<file path="src/rtl/serial_subtractor.sv">
// Bit-serial N-bit subtractor: diff = a - b - bin, one bit per clock, LSB first.
// One full-subtractor cell, a registered borrow, and a start/busy/done handshake.
module serial_subtractor #(
   parameter int WIDTH = 8
) (
   input  logic             clk,
   input  logic             rst,
   input  logic             start,
   input  logic [WIDTH-1:0] a,
   input  logic [WIDTH-1:0] b,
   input  logic             bin,
   output logic             busy,
   output logic             done,
   output logic [WIDTH-1:0] diff,
   output logic             bor,
   output logic             zero,
   output logic             ovf
);

   localparam int CW = $clog2(WIDTH + 1);

   typedef enum logic {
      IDLE = 1'b0,
      RUN  = 1'b1
   } state_t;

   state_t           state;
   state_t           state_n;
   logic [WIDTH-1:0] a_sr;
   logic [WIDTH-1:0] b_sr;
   logic [WIDTH-1:0] res_sr;
   logic [CW-1:0]    cnt;
   logic             brw;
   logic             zacc;

   logic             load;
   logic             last;
   logic             ai;
   logic             bi;
   logic             d;
   logic             brw_n;

   // Full-subtractor cell working on the current LSBs of the operand shift registers
   assign ai    = a_sr[0];
   assign bi    = b_sr[0];
   assign d     = ai ^ bi ^ brw;
   assign brw_n = (~ai & bi) | (~(ai ^ bi) & brw);

   assign busy = (state == RUN);

   always_ff @(posedge clk) begin
      if (rst) begin
         state <= IDLE;
      end else begin
         state <= state_n;
      end
   end

   always_comb begin
      state_n = state;
      load    = 1'b0;
      last    = 1'b0;
      unique case (state)
         IDLE: begin
            if (start) begin
               load    = 1'b1;
               state_n = RUN;
            end
         end
         RUN: begin
            if (cnt == CW'(WIDTH - 1)) begin
               last    = 1'b1;
               state_n = IDLE;
            end
         end
         default: state_n = IDLE;
      endcase
   end

   // Result flags are only written on the final bit so they hold across a whole run
   always_ff @(posedge clk) begin
      if (rst) begin
         a_sr   <= '0;
         b_sr   <= '0;
         res_sr <= '0;
         cnt    <= '0;
         brw    <= 1'b0;
         zacc   <= 1'b0;
         done   <= 1'b0;
         diff   <= '0;
         bor    <= 1'b0;
         zero   <= 1'b0;
         ovf    <= 1'b0;
      end else begin
         done <= 1'b0;
         if (load) begin
            a_sr <= a;
            b_sr <= b;
            brw  <= bin;
            cnt  <= '0;
            zacc <= 1'b0;
         end else if (state == RUN) begin
            a_sr   <= a_sr >> 1;
            b_sr   <= b_sr >> 1;
            res_sr <= {d, res_sr[WIDTH-1:1]};
            brw    <= brw_n;
            cnt    <= cnt + CW'(1);
            zacc   <= zacc | d;
            if (last) begin
               diff <= {d, res_sr[WIDTH-1:1]};
               bor  <= brw_n;
               zero <= ~(zacc | d);
               ovf  <= (ai ^ bi) & (ai ^ d);
               done <= 1'b1;
            end
         end
      end
   end

endmodule
</file>
<file path="config.mk">
export PLATFORM = sky130hd
export DESIGN_NAME = serial_subtractor
export DESIGN_NICKNAME = d
export VERILOG_FILES = /design/src/rtl/serial_subtractor.sv
export SDC_FILE = /design/constraint.sdc
export NUM_CORES = 1
export LEC_CHECK = 0
export ABC_AREA = 1
export CAP_MARGIN = 20
export CELL_PAD_IN_SITES_DETAIL_PLACEMENT = 1
export CELL_PAD_IN_SITES_GLOBAL_PLACEMENT = 2
export CORE_MARGIN = 4
export CORE_UTILIZATION = 29
export CTS_CLUSTER_DIAMETER = 120
export DETAILED_ROUTE_END_ITERATION = 12
export HOLD_SLACK_MARGIN = 0.06
export PLACE_DENSITY = 0.85
export SETUP_SLACK_MARGIN = 0.15
export SYNTH_ARGS = -nofsm -noshare
export SYNTH_HDL_FRONTEND = slang
export SYNTH_SLANG_ARGS = --single-unit
</file>
<file path="constraint.sdc">
create_clock -name clk -period 1.8 [get_ports clk]
set_clock_uncertainty 0.1 [all_clocks]
set_input_delay 0.54 -clock clk [delete_from_list [all_inputs] [get_ports clk]]
set_output_delay 0.54 -clock clk [all_outputs]
set_load 0.01 [all_outputs]
</file>
==> results_dict.tcl, run 1 <==
set metrics [dict create \
    syn_area_per_cell_sq_um 7.46 \
    slew_headroom 0.756 \
    ys_seq_elements 42 \
    clkTransAtPathRegs_ps 80 \
    vias 1628 \
    route.final.wire_length_um 4290 \
    ctsLongestPathBuffers 2 \
    cts_root_buffer "clkbuf_8" \
    placed_area_sq_mm 0.00221 \
    worst_slew_pin_slew_ps 365 \
    syn_area_sq_mm 0.00181 \
    htreeDepth 2 \
    antenna_found_initial 0 \
    fillers 730 \
    routedWlPerCell_um 12.2 \
    critPathRequiredTime_ps 1160 \
    worstSkewPairLatency_ps 280 \
    critPathMaxFanout 2 \
    hold_violations 0 \
    slowest_delay_ps 340 \
    critPathBufInv 1 \
    hold_buffers 0 \
    slowest_stage "dfxtp_1" \
    drive_gt1_frac 0.0791 \
    fmax_mhz 646 \
    path_delay_family "flip-flops" \
    fin_nets 301 \
    multiInputGateArea_sq_um 787 \
    core_area_sq_mm 0.00599 \
    period_share 0.860 \
    first_iter_violations 57 \
    via_per_inst 4.61 \
    crit_path_end_kind "primary output" \
    maxCapViolations 0 \
    hold_path_class "reg2reg" \
    routabilityCongestion 0.702 \
    grt_overflow 0 \
    yosysSeqAreaShare 0.464 \
    grt_pass1_vias 1695 \
    grt_max_degree 34 \
    drv_slew 0 \
    start_util 0.302 \
    yosysWarnings 0 \
    fin_util 0.379 \
    io_buffers 32 \
    fin_crit_ps 1550 \
    arrival_ps 910 \
    leakagePower_nw 1.12 \
    cts.sinks 42 \
    hpwl_um 3050 \
    worstPathCellList "dlygate4sd2_1" \
    drc_errors 0 \
    cts_tree "done" \
    die-area_sq_mm 0.00758 \
    rows 28 \
    hold_slack_ps 358 \
    status "finished, final reports clean" \
    final_area_sq_mm 0.00227 \
    antenna_cells 0 \
    peakVddDrop_mv 0.415 \
    critPathKind "reg2out" \
    ys_types 21 \
    start_kind "register" \
    rsz0062_at_grt "true" \
    reg2reg_slack_ps 310 \
    powerDensity_mw_per_mm2 786 \
    fp.dieW_um 87.0 \
    postSynthNetCount 266 \
    dr.pass1.iters 3 \
    grt_pass1_wl_um 7580 \
    track_usage 0.126 \
    cts_buffers 5 \
    setup_viol 0 \
    area_growth_pct 25.4 \
    ios 33 \
    drtAntennaViolNets 0 \
    regArea_sq_um 841 \
    synthCells 243 \
    die_h_um 87.0 \
]
[sequential cells by signal, summed over array words and instances, names as in the netlist]
name / flops
a_sr: 8
busy: 1
brw: 1
done: 1
zacc: 1
cnt: 4
zero: 1
bor: 1
ovf: 1
b_sr: 8
res_sr: 7
diff: 8
[cells in the final DEF, fill, tap and decap left out, types with 2 or more instances in the layout]
cell             count
o21ai_0              7
nand3_1             41
a21oi_1              6
clkdlybuf4s50_1     19
dfxtp_1             42
dlygate4sd2_1       13
inv_2                2
clkbuf_8             5
nand2_1             80
clkbuf_1             2
ha_1                 2
buf_4                8
inv_1               19
nor2_1              21
[power breakdown]
part           switching, mW  internal, mW
combinational          0.127         0.106
clock                  0.295         0.267
sequential            0.0224         0.968
[cell usage after synthesis]
master / n / area share
nor2_1: 21 / 0.044
o21ai_2: 1 / 0.0048
o21ai_0: 7 / 0.019
and3_1: 1 / 0.0035
ha_1: 2 / 0.014
fa_1: 1 / 0.011
nor3b_2: 1 / 0.0069
buf_2: 6 / 0.017
inv_1: 20 / 0.041
buf_6: 4 / 0.025
inv_2: 1 / 0.0021
nand3_1: 41 / 0.11
nand4_4: 1 / 0.012
buf_4: 4 / 0.017
nor3_1: 1 / 0.0028
nor2_4: 1 / 0.0062
dfxtp_1: 42 / 0.46
nor2_8: 1 / 0.011
o21bai_1: 1 / 0.0041
a21oi_1: 6 / 0.017
nand2_1: 80 / 0.17
[per-stage QoR]
| stage | setup TNS (ps) | cells | power [mW] | worst slack (ps) |
|---|---|---|---|---|
| floorplan | 0 | 243 | 1.16 | 356 |
| global placement | -138 | 346 | 1.24 | -35.7 |
| detailed placement | -261 | 346 | 1.25 | -51.0 |
| CTS | 0 | 353 | 1.82 | 231 |
| global route | 0 | 353 | 1.89 | 128 |
| finish | 0 | 353 | 1.79 | 252 |
[per-layer routing]
| metal | vias to the layer above | routed length, um | track usage |
|---|---|---|---|
| li1 | 834 | - | - |
| met2 | 16 | 2120 | 0.219 |
| met5 | - | 0 | 0 |
| met4 | 0 | 47 | 0.0425 |
| met3 | 5 | 107 | 0.0284 |
| met1 | 773 | 2020 | 0.153 |
[final timing paths]
path | endpoint | cells past startpoint | from
max | bor | 1 | bor$_SDFFE_PP0P_
min | diff[0]$_SDFFE_PP0P_ | 2 | res_sr[1]$_SDFFE_PP0P_
max reg2reg | ovf$_SDFFE_PP0P_ | 7 | a_sr[0]$_SDFFE_PP0P_
min reg2reg | diff[0]$_SDFFE_PP0P_ | 2 | res_sr[1]$_SDFFE_PP0P_
[kinds of logic (layout without fill, tap and decap cells)]
logic type | after synthesis | count (layout) | share of synthesized area
AO/OA/AOI/OAI | 15 | 15 | 0.0449
adder cells (fa/ha/maj) | 3 | 3 | 0.0249
buffers and inverters | 35 | 70 | 0.102
AND/OR/NAND/NOR | 148 | 148 | 0.365
flip-flops | 42 | 42 | 0.464
[final cells by class]
| type | count | area share |
|---|---|---|
| flip-flops and latches | 42 | 0.370 |
| multi-input cells | 166 | 0.346 |
| repair buffers | 42 | 0.174 |
| well taps | 75 | 0.0413 |
| inverters | 21 | 0.0347 |
| clock buffers | 7 | 0.0336 |
[repair_timing]
| action | 4_1_cts | 5_1_grt |
|---|---|---|
| setup buffers | 0 | 0 |
| cloned | 0 | 0 |
| endpoints found under the setup margin | 13 | 9 |
| resized for setup | 13 | 2 |
No activity file was read; power rests on OpenSTA's default activity.
==> run 2, diff against run 1 <==
- CORE_UTILIZATION: 29 -> 30
- CTS_BUF_LIST: unset -> sky130_fd_sc_hd__clkbuf_4
- PLACE_DENSITY: 0.85 -> 0.87
==> run 2 against run 1 <==
  * First-iteration DRC count increased by 33%
  * Hold slack improved by 2.2 ps
  * Core utilization increased by 0.61 points
  * Die area decreased by 3.0%
  * Highest routed layer unchanged
==> results_dict.tcl, run 2 (same netlist as run 1, synthesis figures left out) <==
set metrics [dict create \
    status "finished, final reports clean" \
    grt-busiest-layer "met2" \
    die-area_sq_mm 0.00735 \
    final_cell_mix "nand2_1, nand3_1, dfxtp_1, nor2_1" \
    ios 33 \
    fin_util 0.385 \
    antenna_cells 0 \
    slowest_stage "dfxtp_2" \
    drv_slew 0 \
    start_kind "register" \
    path_delay_family "flip-flops" \
    preCtsSetupSlack_ps -46.5 \
    die_h_um 85.7 \
    via_per_inst 4.60 \
    routedWlPerCell_um 12.2 \
    track_usage 0.128 \
    drc_errors 0 \
    worst_slack_ps 199 \
    critPathBufInv 1 \
    routabilityCongestion 0.690 \
    cts_root_buffer "clkbuf_4" \
    cts_tree "done" \
    worstPathCellList "dlygate4sd2_1" \
    clkTransAtPathRegs_ps 130 \
    critPathKind "reg2out" \
    regArea_sq_um 851 \
    r2r-start "a_sr[0]$_SDFFE_PP0P_" \
    grt_pass1_wl_um 7540 \
    critPathLaunch "busy$_SDFF_PP0_" \
    setup_viol 0 \
    hold_violations 0 \
    r2r_cells 7 \
    antenna_found_initial 0 \
    grt_max_degree 34 \
    htreeDepth 2 \
    core_area_sq_mm 0.00589 \
    r2r-end "ovf$_SDFFE_PP0P_" \
    fin_nets 300 \
    fin_tns_setup_ps 0 \
    met2_usage 0.216 \
    reg_top3 "a_sr (8), b_sr (8), diff (8)" \
    grt_overflow 0 \
    fin_cells 353 \
    maxCapViolations 0 \
    first_iter_violations 76 \
    peakVddDrop_mv 0.308 \
    ctsLongestPathBuffers 2 \
    io_buffers 32 \
    final_area_sq_mm 0.00227 \
    placed_area_sq_mm 0.00219 \
    leakagePower_nw 1.09 \
    whs_path_depth 2 \
    worstSkewPairLatency_ps 340 \
    slowest_delay_ps 350 \
    worst_slew_pin_slew_ps 380 \
    reg2reg_slack_ps 230 \
    fmax_mhz 625 \
    fillers 756 \
    period_share 0.889 \
    crit_path_end_kind "primary output" \
    hold_slack_ps 361 \
    hpwl_um 3140 \
    met3_usage 0.0202 \
    rsz0062_at_grt "true" \
    critPathRequiredTime_ps 1160 \
    multiInputGateArea_sq_um 787 \
    drtAntennaViolNets 0 \
    start_util 0.308 \
    vias 1625 \
    grt_util_met1 0.167 \
    area_growth_pct 25.2 \
    critPathMaxFanout 2 \
    worstHoldStart "res_sr[1]$_SDFFE_PP0P_" \
    cts.sinks 42 \
    total_power_mw 1.82 \
    layout_commonest_cell "nand2_1" \
    cp.depth 1 \
    dr.pass1.iters 4 \
    rows 28 \
    hold_path_class "reg2reg" \
    arrival_ps 960 \
    powerDensity_mw_per_mm2 801 \
    fin_crit_ps 1600 \
    slew_headroom 0.746 \
    crit_path_end "busy" \
    fp.dieW_um 85.7 \
    drive_gt1_frac 0.119 \
    grt_pass1_vias 1613 \
    cts_buffers 5 \
    dp_cells 345 \
    route.final.wire_length_um 4300 \
]
## run 2: worst min-delay path by stage
stage | endpoint | slack, ps
floorplan | diff[0]$_SDFFE_PP0P_ | 310
global placement | diff[0]$_SDFFE_PP0P_ | 330
detailed placement | diff[0]$_SDFFE_PP0P_ | 340
CTS | diff[0]$_SDFFE_PP0P_ | 370
global route | diff[1]$_SDFFE_PP0P_ | 400
finish | diff[0]$_SDFFE_PP0P_ | 360
## run 2: per-layer routing
layer / part of all wire / up-vias
met5: 0 / -
met2: 0.50 / 17
met4: 0.013 / 0
li1: - / 828
met1: 0.47 / 775
met3: 0.021 / 5
## run 2: where the power goes
part | leakage, nW | switching, mW | internal (mW)
combinational | 0.701 | 0.125 | 0.102
clock | 0.0450 | 0.308 | 0.288
sequential | 0.346 | 0.0243 | 0.969
total | 1.09 | 0.458 | 1.36
## run 2: layout make-up
type                            count  area share
Tap cell                           75      0.0414
Multi-Input combinational cell    166       0.347
Inverter                           21      0.0347
Clock buffer                        5      0.0165
Sequential cell                    42       0.375
Timing Repair Buffer               41       0.168
Clock inverter                      3      0.0177
## run 2: worst reg2reg max path: cells and delay by family (launching register included)
family        cells  cell delay [ps]
buf+inv           2              150
flops             1              370
simple gates      4              250
fa+ha+maj         1              590
## run 2: what timing repair did
| item | in CTS | in global routing |
|---|---|---|
| resized for setup | 15 | 17 |
| gates cloned | 0 | 0 |
| hold buffers | 0 | 0 |
| setup buffers | 0 | 0 |
| endpoints found under the setup margin | 14 | 24 |
==> run 3, diff against run 2 <==
- CAP_MARGIN: 20 -> unset
- SETUP_SLACK_MARGIN: 0.15 -> unset
- SLEW_MARGIN: unset -> 25
==> run 3 against run 2 <==
  * Sequential power is essentially flat
  * Setup slack lost 31 ps
  * Die area is the same
  * Fmax shrank 1.9%
  * Via count shrank 0.80%
  * Final area shrank 0.83%
  * Hold slack lost 1.7 ps
  * Critical path type is now reg2reg
==> results_dict.tcl, run 3 (same netlist as run 1, synthesis figures left out) <==
set metrics [dict create \
    status "finished, final reports clean" \
    worstSkewPairLatency_ps 350 \
    grt_max_degree 34 \
    path_delay_family "adder cells" \
    critPathKind "reg2reg" \
    cts_tree "done" \
    fin_util 0.382 \
    maxCapViolations 0 \
    vias 1612 \
    pwr-share-seq 0.547 \
    core_area_sq_mm 0.00589 \
    drtAntennaViolNets 0 \
    preCtsSetupSlack_ps -46.5 \
    drv_slew 0 \
    reg_top3 "a_sr (8), b_sr (8), diff (8)" \
    clkTransAtPathRegs_ps 130 \
    layout_commonest_cell "nand2_1" \
    dp_cells 345 \
    grt_pass1_wl_um 7540 \
    antenna_cells 0 \
    switching_power_mw 0.458 \
    cts_setup_buffers 0 \
    rows 28 \
    slowest_delay_ps 570 \
    hold_path_class "reg2reg" \
    final_cell_mix "nand2_1, dfxtp_1, nand3_1, nor2_1, inv_1" \
    via_per_inst 4.57 \
    cts_buffers 5 \
    area_growth_pct 24.2 \
    hpwl_um 3140 \
    slew_headroom 0.732 \
    htreeDepth 2 \
    fin_cells 353 \
    critPathMaxFanout 5 \
    io_buffers 32 \
    fin_tns_setup_ps 0 \
    first_iter_violations 80 \
    grt_overflow 0 \
    routabilityCongestion 0.690 \
    period_share 0.906 \
    cts.sinks 42 \
    power.share.combinational 0.124 \
    start_util 0.308 \
    final_area_sq_mm 0.00225 \
    start_kind "register" \
    hold_violations 0 \
    fp.dieW_um 85.7 \
    fin_nets 300 \
    clockPowerShare 0.329 \
    drive_gt1_frac 0.0827 \
    slowest_stage "fa_1" \
    worstPathCellList "inv_1 -> fa_1 -> inv_1 -> nor2_1 -> nor2_1 -> nand2_1 -> nand2_1" \
    drc_errors 0 \
    die-area_sq_mm 0.00735 \
    setup_viol 0 \
    fin_crit_ps 1630 \
    worst_slack_ps 169 \
    p_int_mw 1.36 \
    total_power_mw 1.81 \
    routedWlPerCell_um 12.2 \
    grt_pass1_vias 1613 \
    leakagePower_nw 1.12 \
    arrival_ps 1770 \
    critPathRequiredTime_ps 1940 \
    peakVddDrop_mv 0.308 \
    die_h_um 85.7 \
    dr.pass1.iters 4 \
    route.final.wire_length_um 4320 \
    powerDensity_mw_per_mm2 807 \
    sw_frac_of_total 0.252 \
    rsz0062_at_grt "false" \
    fmax_mhz 613 \
    placed_area_sq_mm 0.00219 \
    crit_path_end_kind "register" \
    cts_root_buffer "clkbuf_4" \
    ctsLongestPathBuffers 2 \
    hold_slack_ps 359 \
    hold_buffers 0 \
    worst_slew_pin_slew_ps 402 \
    antenna_found_initial 0 \
    fillers 757 \
    track_usage 0.128 \
    ios 33 \
    critPathBufInv 2 \
]
## run 3: final timing paths
path | start | end | slack (ps) | cells past startpoint
min | res_sr[1]$_SDFFE_PP0P_ | diff[0]$_SDFFE_PP0P_ | 360 | 2
max reg2reg | a_sr[0]$_SDFFE_PP0P_ | ovf$_SDFFE_PP0P_ | 170 | 7
max | a_sr[0]$_SDFFE_PP0P_ | ovf$_SDFFE_PP0P_ | 170 | 7
min reg2reg | res_sr[1]$_SDFFE_PP0P_ | diff[0]$_SDFFE_PP0P_ | 360 | 2
## run 3: cell type report
type / count / area, sq um / share of cell area
timing repair buffer: 41 / 372 / 0.165
clock inverter: 3 / 40.0 / 0.0178
clock buffer: 5 / 37.5 / 0.0167
inverter: 21 / 78.8 / 0.0350
sequential: 42 / 841 / 0.374
tap: 75 / 93.8 / 0.0417
multi-input combinational: 166 / 787 / 0.350
## run 3: layer usage
layer  vias up  global-route usage  part of all wire
li1        827                   -                 -
met5         -                   0                 0
met3         4              0.0202             0.022
met2        17               0.216              0.50
met4         0              0.0432             0.013
met1       764               0.167              0.47
## run 3: timing repair
item / CTS / global route
hold endpoints to repair: 0 / 0
resized for setup: 13 / 0
setup endpoints to repair: 13 / 0
## run 3: worst min-delay path: cells and delay by family (launching register included)
kind | cells | cell delay (ps)
flops | 1 | 330
simple gates | 2 | 100
## run 3: power by group through the flow
stage	Combinational, mW	Clock [mW]	Sequential [mW]
after global routing	0.262	0.657	0.999
after global placement	0.225	0	1.01
after floorplan	0.152	0	1.01
final	0.225	0.597	0.993
after CTS	0.232	0.614	0.993
after detailed placement	0.232	0	1.01
